===== config.mk =====
export PLATFORM = sky130hd
export DESIGN_NAME = tawas_thread_sched
export DESIGN_NICKNAME = d
export VERILOG_FILES = /design/src/rtl/tawas_sched_pkg.sv /design/src/rtl/tawas_rr_pick.sv /design/src/rtl/tawas_thread_sched.sv
export SDC_FILE = /design/constraint.sdc
export NUM_CORES = 1
export LEC_CHECK = 0
export CAP_MARGIN = 20
export CORE_ASPECT_RATIO = 0.7
export CORE_UTILIZATION = 39
export CTS_BUF_LIST = sky130_fd_sc_hd__clkbuf_4 sky130_fd_sc_hd__clkbuf_8
export CTS_CLUSTER_DIAMETER = 40
export DETAILED_ROUTE_END_ITERATION = 6
export SETUP_SLACK_MARGIN = 0.2
export SYNTH_ARGS = -nofsm -noshare
export SYNTH_HDL_FRONTEND = slang
export SYNTH_SLANG_ARGS = --single-unit

===== constraint.sdc =====
create_clock -name clk -period 5.6 [get_ports clk]
set_clock_uncertainty 0.1 [all_clocks]
set_input_delay 1.12 -clock clk [delete_from_list [all_inputs] [get_ports clk]]
set_output_delay 1.12 -clock clk [all_outputs]
set_load 0.05 [all_outputs]

===== src/rtl/tawas_sched_pkg.sv =====
// Shared definitions for the Tawas hardware-thread scheduler.
//   - thread_state_e : 2-bit per-thread state encoding
//   - DEF_NTHREADS / DEF_TW : default thread count and thread-id width
package tawas_sched_pkg;

   localparam int unsigned DEF_NTHREADS = 16;
   localparam int unsigned DEF_TW       = 4;

   typedef enum logic [1:0] {
      TS_HALTED = 2'd0,
      TS_READY  = 2'd1,
      TS_BUSY   = 2'd2
   } thread_state_e;

endpackage : tawas_sched_pkg


===== src/rtl/tawas_rr_pick.sv =====
// Combinational round-robin picker: returns the first set request at or
// after ptr, wrapping modulo N.
//   req     in  N  request vector
//   ptr     in  W  search start position
//   valid_c out 1  at least one request is set
//   idx_c   out W  index of the winning request (0 when none)
// N must equal 2**W so that index arithmetic wraps naturally.
module tawas_rr_pick
   import tawas_sched_pkg::*;
#(
   parameter int unsigned N = DEF_NTHREADS,
   parameter int unsigned W = DEF_TW
) (
   input  logic [N-1:0] req,
   input  logic [W-1:0] ptr,
   output logic         valid_c,
   output logic [W-1:0] idx_c
);

   logic [N-1:0] rot_c;
   logic [W-1:0] enc_c;

   // Rotate so ptr lands on bit 0, priority-encode lowest, rotate back.
   always_comb begin
      rot_c = N'({req, req} >> ptr);
      enc_c = '0;
      for (int i = int'(N) - 1; i >= 0; i--) begin
         if (rot_c[i]) enc_c = W'(i);
      end
      valid_c = |req;
      idx_c   = enc_c + ptr;
   end

endmodule : tawas_rr_pick


===== src/rtl/tawas_thread_sched.sv =====
// Round-robin hardware-thread scheduler for the Tawas core.
// Tracks HALTED/READY/BUSY per thread, issues at most one READY and
// unmasked thread per cycle while fewer than MAX_INFLIGHT are BUSY, and
// moves threads back on retire (READY or HALTED) and on wake (HALTED->READY).
//   clk, rst             clock, asynchronous active-high reset
//   thread_mask          per-thread issue enable
//   wake_en/wake_thread  wake request
//   retire_en/retire_thread/retire_halt  retire from backend
//   issue_en/issue_thread                registered issue
//   thread_busy/thread_halted            registered state vectors
//   inflight                             registered BUSY count
// Optional: define TAWAS_SCHED_STATS_EN to add stat_issue_cnt and
// stat_stall_cnt (32-bit wrapping counters).
module tawas_thread_sched
   import tawas_sched_pkg::*;
#(
   parameter int unsigned NTHREADS     = DEF_NTHREADS,
   parameter int unsigned TW           = DEF_TW,
   parameter int unsigned MAX_INFLIGHT = 4,
   parameter logic [15:0] RST_READY    = 16'h0001
) (
   input  logic                clk,
   input  logic                rst,
   input  logic [NTHREADS-1:0] thread_mask,
   input  logic                wake_en,
   input  logic [TW-1:0]       wake_thread,
   input  logic                retire_en,
   input  logic [TW-1:0]       retire_thread,
   input  logic                retire_halt,
   output logic                issue_en,
   output logic [TW-1:0]       issue_thread,
   output logic [NTHREADS-1:0] thread_busy,
   output logic [NTHREADS-1:0] thread_halted,
   output logic [TW:0]         inflight
`ifdef TAWAS_SCHED_STATS_EN
   ,
   output logic [31:0]         stat_issue_cnt,
   output logic [31:0]         stat_stall_cnt
`endif
);

   localparam logic [NTHREADS-1:0] RST_VEC = RST_READY[NTHREADS-1:0];
   localparam logic [TW:0]         MAX_CNT = (TW+1)'(MAX_INFLIGHT);

   thread_state_e       state_q [NTHREADS];
   thread_state_e       state_d [NTHREADS];
   logic [TW-1:0]       rr_ptr_q;
   logic [NTHREADS-1:0] eligible_c;
   logic                any_elig_c;
   logic [TW-1:0]       pick_idx_c;
   logic                pick_ok_c;
   logic                retire_ok_c;
   logic [TW:0]         inflight_d;
   logic [NTHREADS-1:0] busy_d;
   logic [NTHREADS-1:0] halted_d;

   // Eligible threads: READY and not masked.
   always_comb begin
      eligible_c = '0;
      for (int i = 0; i < int'(NTHREADS); i++) begin
         eligible_c[i] = (state_q[i] == TS_READY) && thread_mask[i];
      end
   end

   tawas_rr_pick #(
      .N (NTHREADS),
      .W (TW)
   ) u_pick (
      .req     (eligible_c),
      .ptr     (rr_ptr_q),
      .valid_c (any_elig_c),
      .idx_c   (pick_idx_c)
   );

   assign pick_ok_c   = any_elig_c && (inflight < MAX_CNT);
   assign retire_ok_c = retire_en && (state_q[retire_thread] == TS_BUSY);

   // Next state: issue, then retire, then wake. Wake sees the post-retire
   // state so a retire-with-halt plus wake of the same thread ends READY,
   // while a wake of a thread still BUSY is dropped.
   always_comb begin
      state_d    = state_q;
      inflight_d = inflight;
      busy_d     = '0;
      halted_d   = '0;

      if (pick_ok_c) state_d[pick_idx_c] = TS_BUSY;
      if (retire_ok_c) state_d[retire_thread] = retire_halt ? TS_HALTED : TS_READY;
      if (wake_en && (state_d[wake_thread] == TS_HALTED)) state_d[wake_thread] = TS_READY;

      case ({pick_ok_c, retire_ok_c})
         2'b10:   inflight_d = inflight + (TW+1)'(1);
         2'b01:   inflight_d = inflight - (TW+1)'(1);
         default: inflight_d = inflight;
      endcase

      for (int i = 0; i < int'(NTHREADS); i++) begin
         busy_d[i]   = (state_d[i] == TS_BUSY);
         halted_d[i] = (state_d[i] == TS_HALTED);
      end
   end

   // State and output registers.
   always_ff @(posedge clk or posedge rst) begin
      if (rst) begin
         for (int i = 0; i < int'(NTHREADS); i++) begin
            state_q[i] <= RST_VEC[i] ? TS_READY : TS_HALTED;
         end
         rr_ptr_q      <= '0;
         issue_en      <= 1'b0;
         issue_thread  <= '0;
         inflight      <= '0;
         thread_busy   <= '0;
         thread_halted <= ~RST_VEC;
      end else begin
         for (int i = 0; i < int'(NTHREADS); i++) begin
            state_q[i] <= state_d[i];
         end
         issue_en      <= pick_ok_c;
         if (pick_ok_c) begin
            issue_thread <= pick_idx_c;
            rr_ptr_q     <= pick_idx_c + TW'(1);
         end
         inflight      <= inflight_d;
         thread_busy   <= busy_d;
         thread_halted <= halted_d;
      end
   end

`ifdef TAWAS_SCHED_STATS_EN
   // Issue count and stalls caused by the in-flight limit.
   always_ff @(posedge clk or posedge rst) begin
      if (rst) begin
         stat_issue_cnt <= '0;
         stat_stall_cnt <= '0;
      end else begin
         if (pick_ok_c) stat_issue_cnt <= stat_issue_cnt + 32'd1;
         if (any_elig_c && (inflight == MAX_CNT)) stat_stall_cnt <= stat_stall_cnt + 32'd1;
      end
   end
`endif

endmodule : tawas_thread_sched


Word-level counts from Yosys, hierarchy flattened:

Cells that the tools add are included.

* bits of input ports: 29
* memories kept: 0
* output and inout port bits: 42
* memory bits (read-only): 0
* bits in registers: 78
* memory bits (writable): 0
* logic and storage cells: 153
* bits in latches: 0

* bitwise operators: 9
* shifts and indexed selects: 1
* multipliers: 0
* $add $sub $neg: 4
* eq/ne operators: 35
* order comparisons: 7
* reduce and logical (&&, ||, !) cells: 41
* muxes and demuxes: 34
* div/mod/pow operators: 0

Operator list (count)
* 32-bit two-way mux: 3
* 4-bit two-way mux: 16
* 2-bit equality test, second input constant: 18
* 2-bit by 1-bit equality test with 1-bit output, second input constant: 17
* 2-bit zero test: 17
* 16-bit bitwise AND: 2
* 32-bit bitwise mux: 1
* 16-bit NOT: 2
* 16-bit OR: 2
* 32-bit by 4-bit right shift with 16-bit output: 1
* 2-bit demux with 4-bit select: 3
* 1-bit logical AND: 22
* 2-bit binary-select mux with 4-bit select: 2
* 16-bit OR reduction: 1
* 5-bit >= comparator, second input constant: 3
* 5-bit by 1-bit less-than comparator with 1-bit output, second input constant: 3
* 4-bit NOT with 5-bit output: 3
* 2-bit two-way mux: 7
* 5-bit case mux with 2 select lines: 1
* 5-bit by 1-bit adder with 5-bit output, second input constant: 1
* 5-bit by 3-bit less-than comparator with 1-bit output, second input constant: 1
* 5-bit by 1-bit subtractor with 5-bit output, second input constant: 1
* 4-bit by 1-bit adder with 4-bit output, second input constant: 1
* 4-bit adder: 1
* 2 further kinds: 2

Depth between registers and ports, before layout:

Gate-level depths: netlist of the first run.

* depth in word-level cells: 37
* gate-level depth with buffers: 26
* mapped depth without buffers: 23

By module:

A second synthesis of the first run with hierarchy kept.

* cells, all modules: 552
* area, all modules: 5741.8 sq um

By module, submodules not included
* tawas_thread_sched: instances 1, cells each 453, area each 4556.9 sq um, seq. area each 1971.9 sq um
* tawas_rr_pick: instances 1, cells each 99, area each 1184.9 sq um, seq. area each 0.0 sq um

Worst setup path after synthesis of the first run:

Ideal clock, no wire load.

* kind: input-to-reg
* start point: in thread_mask[13]
* end point: reg thread_halted[6]
* required time: 5384 ps
* stages on the path: 24
* path buffers: 1
* data arrival time: 6175 ps
* library setup time: 116 ps
* slack: -791 ps
* path through: nand3b_1 mux4_2 or3_1 a31o_2 a211oi_1 o21ai_0 a31oi_1 nor2_1 o21ai_0 or4b_1 a32oi_1 ha_1 fa_1 inv_1 ha_1 and3_1 clkbuf_1 o311ai_0 a21oi_1 a211oi_1 o221ai_2 nand4bb_1 a21oi_1 a2111oi_1

* cells in the longest elaborated chain, start to end: 36
* elaborated cells on any way between the ends: 42
* classes of those cells: add/sub (1); order compare (2); shift (1); mux (25); bitwise (6); reduce/logical (7)

RTL lines
* from (decl): RTL line tawas_thread_sched.sv:24 `input logic [NTHREADS-1:0] thread_mask,`
* 1-bit logical AND (*): RTL line tawas_thread_sched.sv:61 `eligible_c[i] = (state_q[i] == TS_READY) && thread_mask[i];`
* 32-bit by 4-bit right shift with 16-bit output (*): RTL line tawas_rr_pick.sv:25 `rot_c = N'({req, req} >> ptr);`
* 4-bit two-way mux (15 in series): RTL line tawas_rr_pick.sv:28 `if (rot_c[i]) enc_c = W'(i);`
* 4-bit two-way mux (*): RTL line tawas_rr_pick.sv:28
* 4-bit adder (*): RTL line tawas_rr_pick.sv:31 `idx_c = enc_c + ptr;`
* net pick_idx_c[1]: RTL line tawas_thread_sched.sv:50 `logic [TW-1:0] pick_idx_c;`
* 4-bit NOT with 5-bit output (implied by the code) (*): RTL line tawas_thread_sched.sv:87 `if (pick_ok_c) state_d[pick_idx_c] = TS_BUSY;`
* 5-bit >= comparator (implied by the code) or 5-bit by 1-bit less-than comparator with 1-bit output (tied branches): RTL line tawas_thread_sched.sv:87
* [... 7 more ...]
* 32-bit two-way mux (*): RTL line tawas_thread_sched.sv:88 `if (retire_ok_c) state_d[retire_thread] = retire_halt ? TS_HALTED : TS_READY;`
* 2-bit binary-select mux with 4-bit select: RTL line tawas_thread_sched.sv:89 `if (wake_en && (state_d[wake_thread] == TS_HALTED)) state_d[wake_thread] = TS_READY;`
* 2-bit two-way mux (implied by the code) (2 in series): RTL line tawas_thread_sched.sv:89
* 2-bit zero test: RTL line tawas_thread_sched.sv:89
* 1-bit logical AND: RTL line tawas_thread_sched.sv:89
* 32-bit two-way mux (*): RTL line tawas_thread_sched.sv:89
* 2-bit zero test (*): RTL line tawas_thread_sched.sv:99 `halted_d[i] = (state_d[i] == TS_HALTED);`
* net halted_d[6]: RTL line tawas_thread_sched.sv:55 `logic [NTHREADS-1:0] halted_d;`
* to (signal assigned): RTL line tawas_thread_sched.sv:114 `thread_halted <= ~RST_VEC;`
* to (signal assigned): RTL line tawas_thread_sched.sv:126 `thread_halted <= halted_d;`
* to (decl): RTL line tawas_thread_sched.sv:33 `output logic [NTHREADS-1:0] thread_halted,`

Mark *: on every way through the listed nets, which the timed path passes. The rest lies on a longest branch. The select of a mux whose other input is x is not followed.
A chain may end at the register's enable or synchronous reset.

==> results of run 1 <==
-- synthesized netlist by cell type, types with 4 or more instances --
master and count:
sky130_fd_sc_hd__xor2_1 5, sky130_fd_sc_hd__clkbuf_1 18, sky130_fd_sc_hd__a21boi_0 4, sky130_fd_sc_hd__a21oi_1 35, sky130_fd_sc_hd__o21a_1 8, sky130_fd_sc_hd__o211a_1 6, sky130_fd_sc_hd__nor2_1 56, sky130_fd_sc_hd__nand2_1 47
sky130_fd_sc_hd__buf_2 5, sky130_fd_sc_hd__dfstp_2 16, sky130_fd_sc_hd__a31oi_1 12, sky130_fd_sc_hd__a22oi_1 8, sky130_fd_sc_hd__and2_1 5, sky130_fd_sc_hd__mux2i_1 13, sky130_fd_sc_hd__mux2_2 7, sky130_fd_sc_hd__a211oi_1 13
sky130_fd_sc_hd__o41ai_1 5, sky130_fd_sc_hd__o21ai_0 24, sky130_fd_sc_hd__nand4b_1 6, sky130_fd_sc_hd__and3_1 10, sky130_fd_sc_hd__nand3b_1 18, sky130_fd_sc_hd__mux4_2 12, sky130_fd_sc_hd__a31o_2 5, sky130_fd_sc_hd__nand3_1 17
sky130_fd_sc_hd__or3_1 7, sky130_fd_sc_hd__a21o_1 11, sky130_fd_sc_hd__o31ai_1 4, sky130_fd_sc_hd__xnor2_1 6, sky130_fd_sc_hd__ha_1 11, sky130_fd_sc_hd__nand2b_1 10, sky130_fd_sc_hd__inv_1 29, sky130_fd_sc_hd__dfrtp_1 62
sky130_fd_sc_hd__nand4_1 4, sky130_fd_sc_hd__o211ai_1 10, sky130_fd_sc_hd__nor3_1 23, sky130_fd_sc_hd__nor2b_1 9, sky130_fd_sc_hd__and3b_1 12, sky130_fd_sc_hd__nor4_1 8
-- metal layers --
| metal | GRT usage (%) | wire length, um | vias up |
|---|---|---|---|
| li1 | - | - | 3076 |
| met1 | 49.8 | 11800 | 3432 |
| met2 | 48.6 | 11000 | 423 |
| met3 | 11.3 | 3020 | 62 |
| met4 | 11.5 | 782 | 0 |
| met5 | 0 | 0 | - |
-- cells by family (layout without fill, tap and decap cells) --
| family | after synthesis | after routing | synth area share [%] |
|---|---|---|---|
| DFF | 78 | 78 | 33.7 |
| buffers and inverters | 58 | 381 | 4.02 |
| AOI/OAI and AO/OA | 191 | 191 | 24.9 |
| adders and majority gates | 13 | 13 | 3.03 |
| xor gates and xnor gates | 11 | 11 | 1.65 |
| muxes | 32 | 32 | 8.18 |
| and+or+nand+nor | 257 | 257 | 24.6 |
-- worst max-delay path by stage --
stage	to	slack [ns]
after floorplan	state_q[10]	-0.58
after global placement	thread_halted[6]	-1.99
after detailed placement	thread_halted[6]	-2.02
after CTS	state_q[24]	-0.75
after global routing	state_q[24]	-1.00
final	state_q[24]	-0.86
-- per-stage QoR --
stage	setup TNS (ns)	std cells	utilization, %	hold slack (ns)
after global placement	-96.39	1077	56.8	0.367
after detailed placement	-97.35	1077	56.8	0.369
after CTS	-23.59	1138	64.9	0.388
after global routing	-39.91	1158	69.4	0.432
final	-29.46	1158	69.4	0.383
after floorplan	-13.72	640	-	0.345
-- flip-flops by register name, indices dropped and copies added, names as in the netlist --
signal         cells
inflight           5
issue_en           1
issue_thread       4
rr_ptr_q           4
state_q           32
thread_busy       16
thread_halted     16
-- cell type report --
type	instances	area, um^2	area share (%)
Multi-Input combinational cell	504	4720	46.3
Clock buffer	12	153	1.50
Clock inverter	4	55.1	0.540
Timing Repair Buffer	335	2930	28.8
Tap cell	195	244	2.39
Sequential cell	78	1970	19.4
Inverter	30	119	1.17
-- repair_timing --
| item | 4_1_cts | 5_1_grt |
|---|---|---|
| endpoints found under the setup margin | 70 | 67 |
| endpoints found under the hold margin | 0 | 0 |
| pin swaps | 70 | 58 |
| resized for setup | 192 | 101 |
| hold buffers | 0 | 0 |
| buffers inserted | 45 | 20 |
-- worst max-delay path, delay by kind of cell --
family | cells | cell delay (ns)
XOR/XNOR | 1 | 0.23
AO/OA/AOI/OAI | 13 | 2.72
AND/OR/NAND/NOR | 5 | 1.05
adder cells (fa/ha/maj) | 1 | 0.14
buffers and inverters | 6 | 0.86
multiplexers | 1 | 0.52
==> results by stage, run 1 <==
Status:
- The run finished, with violations left.
- The checks that failed: negative setup slack.

Setup path:
- The startpoint-to-endpoint class of the critical path is in2reg.
- The largest individual stage delay along the critical path comes from the cell sky130_fd_sc_hd__mux4_2.
- The critical path required time is 5.77 ns.
- The sort of element at the start of the critical path is an input pin.
- In this run the worst path has a maximum fanout of 5.
- The beginning of the critical path is thread_mask[1].
- For this run, the slowest stage of the critical path takes 0.52 ns.
- The worst register-to-register path ends at state_q[24].
- STA classifies the critical path endpoint as a flip-flop.
- The internal reg-to-reg setup slack is -0.54 ns.
- The reg-to-reg critical path startpoint is state_q[7].
- The count of cells along the worst register-to-register path is 25.
- The most repeated library cell on the critical path is sky130_fd_sc_hd__buf_6.
- The signal arrival time at the worst endpoint is 6.63 ns.

Finish:
- The repair_antennas step left the layout with diodes totalling 0.
- In the layout the commonest cells are sky130_fd_sc_hd__buf_4 (201), sky130_fd_sc_hd__dfrtp_1 (62), sky130_fd_sc_hd__buf_6 (62).
- The number of inserted filler cells in the final layout is 1118.
- The area growth from synthesis to layout is 74.0%.
- In the final layout, the share of cells above drive strength 1 is 50.6%.
- The final non-filler cell area is 10200 um^2.
- In the final design database the tool counted 1000 nets.
- The most common cell after layout, fill and taps aside is sky130_fd_sc_hd__buf_4.

Floorplanning:
- The initial core utilization is 39.9%.
- The die span in x is 148 um.
- The die covers 15500 um^2.
- For this design the top-level I/O count stands at 71.
- The die boundary height is 105 um.
- The area of the core is 14700 um^2.
- The standard-cell row count is 37.

Timing:
- The setup violation total in the final timing report is 63.
- The period utilization is 115%.
- The minimum clock period after layout is 6.46 ns.
- The count of endpoints failing hold in the final timing report is 0.
- The number of max-slew violations in the final report is 0.
- Headroom to the max-slew limit came out at 29.0%.
- In the post-route analysis, the smallest setup slack over all paths is -0.863 ns.
- The transition time at the pin with the least slew margin is 1.06 ns.
- The highest clock frequency the design can meet is 155 MHz.
- Setup repair after global routing could not meet its margin everywhere.

Yosys:
- The largest total area in the synthesized netlist belongs to sky130_fd_sc_hd__dfrtp_1.
- After synthesis, the cell types taking the most area are sky130_fd_sc_hd__dfrtp_1 (26%), sky130_fd_sc_hd__dfstp_2 (7.2%), sky130_fd_sc_hd__mux4_2 (4.6%).
- The summed instance area of the synthesized netlist is 5860 um^2.
- Synthesis handed over a netlist of 640 instances.
- For this run, the number of Yosys warnings is 0.
- The synthesized design devotes to its leading area cell type 26.5% of total area.
- Averaged over all synthesized cells, the footprint is 9.15 um^2.
- After synthesis the netlist holds a flip-flop and latch count of 78.
- Synthesis produced a netlist with a net count of 682.
- Yosys mapped the design onto 92 distinct sky130hd cell types.
- Summing the sequential cell areas from Yosys gives 33.7% of the chip area.
- For this run, the leading register cell type out of synthesis is sky130_fd_sc_hd__dfrtp_1.
- Of all flip-flops after synthesis, the portion carrying an async set or reset was 100%.
- In this run, synthesis inferred 0 flip-flops with an integrated enable.

Drt:
- The count of TritonRoute iterations in the first routing pass is 5.
- The count of nets left with antenna violations once routing finished came out at 0.
- In this run, the number of DRC markers left after iteration 0 of detailed routing was 753.
- The aggregate routed wire length is 26.6 mm.
- The post-detailed-route wirelength per cell is 23.0 um.
- The detail-routed via count per cell is 6.04.
- The remaining routing DRC violations is 0.
- The routed via count is 6993.

Placement:
- The congestion estimate from routability-driven global placement came to 0.987.
- Timing analysis after detailed placement gives a worst setup slack of -2.02 ns.
- The placed wire-length estimate after detailed placement is 19.8 mm.
- The total placed instance area is 8340 um^2.
- The count of buffers added on input and output ports is 70.

CTS:
- The number of buffers added by the clock tree synthesis step is 9.
- For the worst-skew pair, the clock arrives at the later sink with an insertion delay of 0.38 ns.
- The root buffer cell is sky130_fd_sc_hd__clkbuf_8.
- Counting every sink on the clock net gives 78.
- The maximum clock path buffer count is 2.
- The TritonCTS clock tree is yes.
- The H-tree was split into 3 levels.
- Clock-pin slew was measured on the worst setup and hold paths at 0.09 ns.

Hold path:
- Counting instances, the worst hold path has a depth of 2.
- The path class of the tightest hold or removal check is reg2reg.
- The end point of the most critical hold path is issue_thread[1].
- The startpoint of the tightest hold check path is issue_thread[1].

Global routing:
- Entering global routing, the biggest net connects 46 pins.
- The total grt overflow is 0.
- The number of global-route vias before repair was 6829.
- The wire length of the first global-routing pass is 39.7 mm.
- The overall routing resource usage is 34.8%.
- The number of antenna violations at the first check in global routing came to 0.

Job:
- Max-cap violations in this run came to 0.
Power of run 1 is not shown: default switching activity piles up to over one toggle a cycle in this logic, so the estimate is an artifact.
==> run 2, diff against run 1 <==
Settings changed: CORE_UTILIZATION 39 to 40.
==> results by stage, run 2 (synthesis gave the netlist of run 1 again) <==
Status:
- The run finished, with violations left.
- The final reports fail on negative setup slack.

Floorplanning:
- Once the floorplan was initialized, standard cells occupied 41.5% of the core.
- The floorplan has 36 rows.
- The core region is 14100 um^2.
- The floorplan step set the die width to 147 um.
- The die boundary height is 103 um.
- 71 I/O pins were placed.
- The die covers 15100 um^2.

Setup path:
- Grouping stages by cell kind, the critical path spends the most delay in compound AO/OA/AOI/OAI gates.
- Data on the critical path is required at its endpoint by 5.79 ns.
- Of all nets on the critical path, the largest fanout is 4.
- The endpoint class of the critical path is a flip-flop.
- On the worst path, the slowest cell contributes a delay of 0.50 ns.
- The sort of element at the start of the critical path is an input pin.
- The buffering stage count on the worst path with inverters included is 4.
- STA puts the critical path data arrival time at 6.73 ns.
- The worst setup path is of the in2reg kind.
- On the critical path, the stage with the largest delay is an instance of sky130_fd_sc_hd__mux4_2.

Finish:
- In the layout the commonest cells are sky130_fd_sc_hd__buf_4 (208), sky130_fd_sc_hd__dfrtp_1 (62), sky130_fd_sc_hd__clkdlybuf4s50_1 (54).
- The register with the most flip-flops in the final layout is state_q.
- The most common cell after layout, fill and taps aside is sky130_fd_sc_hd__buf_4.
- The final layout net count is 979.
- The antenna diode count is 0.
- The largest registers in the layout are state_q: 32 flops, thread_busy: 16 flops, thread_halted: 16 flops.
- Cells with a size suffix above 1 make up 47.3% of the layout.
- The flip-flop count of the largest register after layout is 32.
- The final non-filler cell area is 9690 um^2.
- Compared with the post-synthesis result, the final layout area differs by 65.5%.

Timing:
- The highest clock frequency the design can meet is 153 MHz.
- Setup slack on the critical path of the routed design comes to -0.933 ns.
- Across all hold checks on the routed design, the worst slack comes to 0.394 ns.
- The minimum clock period after layout is 6.53 ns.
- The number of max-slew violations in the final report was 0.
- For the pin with the worst max-slew slack, the measured transition is 1.12 ns.
- The period utilization is 117%.
- The count of endpoints failing hold in the final timing report was 0.
- Measured against its own limit, the worst slew margin works out to 24.3%.
- Setup violations remaining at the end of the flow were counted as 65.
- Setup repair after global routing could not meet its margin everywhere.

Drt:
- After detailed routing, the number of remaining DRC violations is 0.
- The post-detailed-route wirelength per cell is 22.6 um.
- Wires add up to 25.5 mm.
- The pre-antenna-repair detailed-routing pass consisted of 5 iterations.
- The detail-routed via count per cell is 6.07.
- The routed layout has 6866 vias.
- The number of nets with antenna violations after routing is 0.
- The first routing iteration left 718 violations.

Placement:
- Detailed placement finished with a half-perimeter wire length of 19.7 mm.
- The placer's final routability congestion estimate is 1.09.
- During placement, the flow inserted port buffers numbering 70.
- The total placed instance area is 8310 um^2.

CTS:
- The tree is rooted in a sky130_fd_sc_hd__clkbuf_8.
- The number of buffers inserted by hold repair at cts is 0.
- The clock network latency to the later pin of the worst-skew pair is 0.36 ns.
- Clock tree synthesis found a total of 78 sinks.
- The H-tree was split into 3 levels.
- The register clock-pin slew on the reported worst setup and hold paths is 0.09 ns.
- The clock passes through at most 2 buffers.
- The number of buffers added by the clock tree synthesis step is 9.
- The TritonCTS clock tree is yes.

Global routing:
- Entering global routing, the biggest net connects 42 pins.
- Global routing consumed, over all layers together, 34.1% of the routing resources.
- The number of antenna violations at the first check in global routing is 1.
- The wire length of the first global-routing pass is 38.4 mm.
- For this run the aggregate overflow at the end of global routing stands at 0.
- The number of global-route vias before repair was 6469.

Hold path:
- The classification of the worst-slack hold path is reg2reg.

Job:
- Across the run, the number of max-cap violations was 0.
## run 2: final timing paths
check	start	end	slack (ns)	cells after the start
setup reg to reg	state_q[9]	thread_halted[14]	-0.61	24
hold / removal	issue_thread[1]	issue_thread[1]	0.39	2
setup / recovery	thread_mask[1]	thread_halted[14]	-0.93	25
max in group asynchronous	rst	thread_halted[7]	3.29	3
hold reg to reg	issue_thread[1]	issue_thread[1]	0.39	2
min in group asynchronous	rst	state_q[2]	1.11	2
## run 2: stage by stage
step | cells | TNS (ns) | util (%) | worst slack, ns
after floorplan | 640 | -13.72 | - | -0.578
after global placement | 1069 | -82.15 | 58.9 | -1.77
after detailed placement | 1069 | -90.13 | 58.9 | -1.82
after CTS | 1121 | -23.90 | 65.9 | -0.738
after global routing | 1132 | -49.41 | 68.8 | -1.12
final | 1132 | -35.81 | 68.8 | -0.933
## run 2: cell type report
class / count / area [um^2]
clock buffers: 11 / 139
clock inverters: 5 / 106
fillers: 1106 / 4410
inverters: 30 / 119
multi-input cells: 504 / 4460
flip-flops and latches: 78 / 1970
well taps: 190 / 238
repair buffers: 314 / 2660
## run 2: routing by layer
| metal | track usage, % | up-vias | wire (um) |
|---|---|---|---|
| met5 | 0 | - | 0 |
| met4 | 6.49 | 0 | 389 |
| met3 | 7.63 | 42 | 2780 |
| met2 | 49.9 | 392 | 10500 |
| met1 | 51.3 | 3395 | 11800 |
| li1 | - | 3037 | - |
## run 2: worst min-delay path, delay by kind of cell (launching register included)
kind | cells | cell delay, ns
flip-flops | 1 | 0.35
AO/OA/AOI/OAI | 1 | 0.06
AND/OR/NAND/NOR | 1 | 0.05
## run 2: repair_timing
| action | CTS | global route |
|---|---|---|
| buffers inserted | 36 | 11 |
| setup endpoints to repair | 68 | 67 |
| resized for setup | 171 | 56 |
| pin swaps | 72 | 44 |
Power of run 2 is left out for the same reason.
==> patch: new RTL, config.mk and constraints of run 1 <==
The option `TAWAS_SCHED_STATS_EN` is turned on by a define.
--- a/src/rtl/tawas_thread_sched.sv
+++ b/src/rtl/tawas_thread_sched.sv
@@ -11,6 +11,8 @@
 //   inflight                             registered BUSY count
 // Optional: define TAWAS_SCHED_STATS_EN to add stat_issue_cnt and
 // stat_stall_cnt (32-bit wrapping counters).
+`define TAWAS_SCHED_STATS_EN
+
 module tawas_thread_sched
    import tawas_sched_pkg::*;
 #(
Function (old outputs only; new: stat_issue_cnt and stat_stall_cnt): kept (equiv_simple and equiv_induct, registers matched by name and starting in step).
==> patch against run 1 <==
  * The flow now finishes without violations
  * Core utilization shrank 14 points
  * Via count shrank 1.6%
  * Setup slack gained 1.1 ns
  * Routed wire length shrank 13%
  * Hold slack lost 0.013 ns
  * Highest routed layer unchanged
  * Sequential cell count grew 64
  * Area after synthesis grew 35%
  * Final area grew 7.7%
  * Critical path type unchanged
  * Critical endpoint is now thread_halted[15]
==> patch: results <==
[worst_setup_path]
r2r-start = "rr_ptr_q[3]"
slowest_stage = "fa_2"
cp_max_fo = 8
max_stage_delay_ns = 0.64
crit_path_start = "thread_mask[3]"
crit_arrival_ns = 5.58
r2r_slack_ns = 0.44
regToRegEndpoint = "thread_halted[15]"

[synth]
ys_top_cells_by_count = "dfrtp_1 (126), nand2_1 (59), nor2_1 (58)"
synth-seq-area-share = 0.452
synth.area.top_cells = "dfrtp_1 (40%), xnor2_1 (6.2%), dfstp_2 (5.3%)"
synth_cell_types = 80
syn-num-nets = 802

[clock_network]
clock_latency_ns = 0.45
h-tree-depth = 4
cts_buffers = 17

[cells_and_area]
nets = 1043
nFillCells = 1797
fin_cells = 1282
top_regs = "stat_issue_cnt: 32 flops, stat_stall_cnt: 32 flops, state_q: 32 flops"
drive_above_1_share = 0.248

[route]
drtIter0Drc = 576
dr.pass1.iters = 7
num_vias = 6881

[run_status]
outcome = "complete, no violations"

[place]
port_buffers = 134
pre_cts_ws_ns = -0.707
dp_hpwl_um = 16700
place_area_mm2 = 0.0102
placed_cells = 1228
gp_congestion = 0.966

[global_route]
grt_pass1_wl_um = 36100
grt_max_degree = 75
track_usage = 0.230
grt_pass1_vias = 6559

[sta]
max_freq_ghz = 0.187
-- patch: changes by cell type after synthesis, moves of 12 or more --
| cell | change |
|---|---|
| nand3_1 | +16 |
| a21oi_1 | -18 |
| xnor2_1 | +50 |
| nand4_1 | +14 |
| o21ai_0 | -12 |
| o22ai_1 | +13 |
| dfrtp_1 | +64 |
| nand2_1 | +12 |
-- patch: power groups by stage --
stage	Combinational, mW	Clock [mW]	Sequential (mW)
floorplan	2.25	0	2.07
global placement	4.61	0	1.60
detailed placement	4.62	0	1.60
CTS	5.11	0.883	1.59
global route	5.69	0.924	1.64
finish	5.32	0.855	1.60
-- patch: final cells by class --
| type | count | area (um2) | area share |
|---|---|---|---|
| repair buffers | 248 | 2190 | 0.200 |
| clock buffers | 21 | 289 | 0.0263 |
| inverters | 43 | 171 | 0.0156 |
| multi-input cells | 547 | 4290 | 0.391 |
| clock inverters | 11 | 119 | 0.0108 |
| well taps | 270 | 338 | 0.0308 |
| flip-flops and latches | 142 | 3570 | 0.326 |
-- patch: timing repair --
action | in CTS | in global routing
gates resized for setup | 57 | 37
setup buffers | 16 | 6
hold buffers | 0 | 0
setup endpoints to repair | 61 | 40
pin swaps | 29 | 22
-- patch: worst max-delay path: cells and delay by family --
kind / cells / cell delay, ns
AOI/OAI and AO/OA: 10 / 1.88
buffers and inverters: 1 / 0.07
adders and majority gates: 3 / 1.03
and+or+nand+nor: 3 / 0.67
muxes: 2 / 0.82
-- patch: worst min path at each step --
stage                             startpoint            endpoint  slack (ns)  depth (start not counted)
final                     stat_issue_cnt[31]  stat_issue_cnt[31]        0.37                          1
after global routing      stat_stall_cnt[31]  stat_stall_cnt[31]        0.39                          1
after CTS                 stat_issue_cnt[31]  stat_issue_cnt[31]        0.38                          1
after detailed placement  stat_issue_cnt[31]  stat_issue_cnt[31]        0.36                          1
after global placement    stat_issue_cnt[31]  stat_issue_cnt[31]        0.36                          1
after floorplan                  state_q[19]         state_q[19]        0.42                          2
-- patch: routing by layer --
metal | track usage | vias up | wire [um]
met5 | 0 | - | 0
met4 | 0.0564 | 0 | 267
met3 | 0.0737 | 23 | 2330
met2 | 0.320 | 300 | 9720
met1 | 0.340 | 3330 | 10800
li1 | - | 3228 | -
-- patch: cell families (layout without fill, tap and decap cells) --
logic type | after synthesis | count (layout) | synth area share
mux | 32 | 32 | 0.0716
simple gates | 291 | 291 | 0.199
buf+inv | 69 | 323 | 0.0380
flops | 142 | 142 | 0.452
xor+xnor | 73 | 73 | 0.0819
compound gates | 136 | 136 | 0.132
fa+ha+maj | 15 | 15 | 0.0257
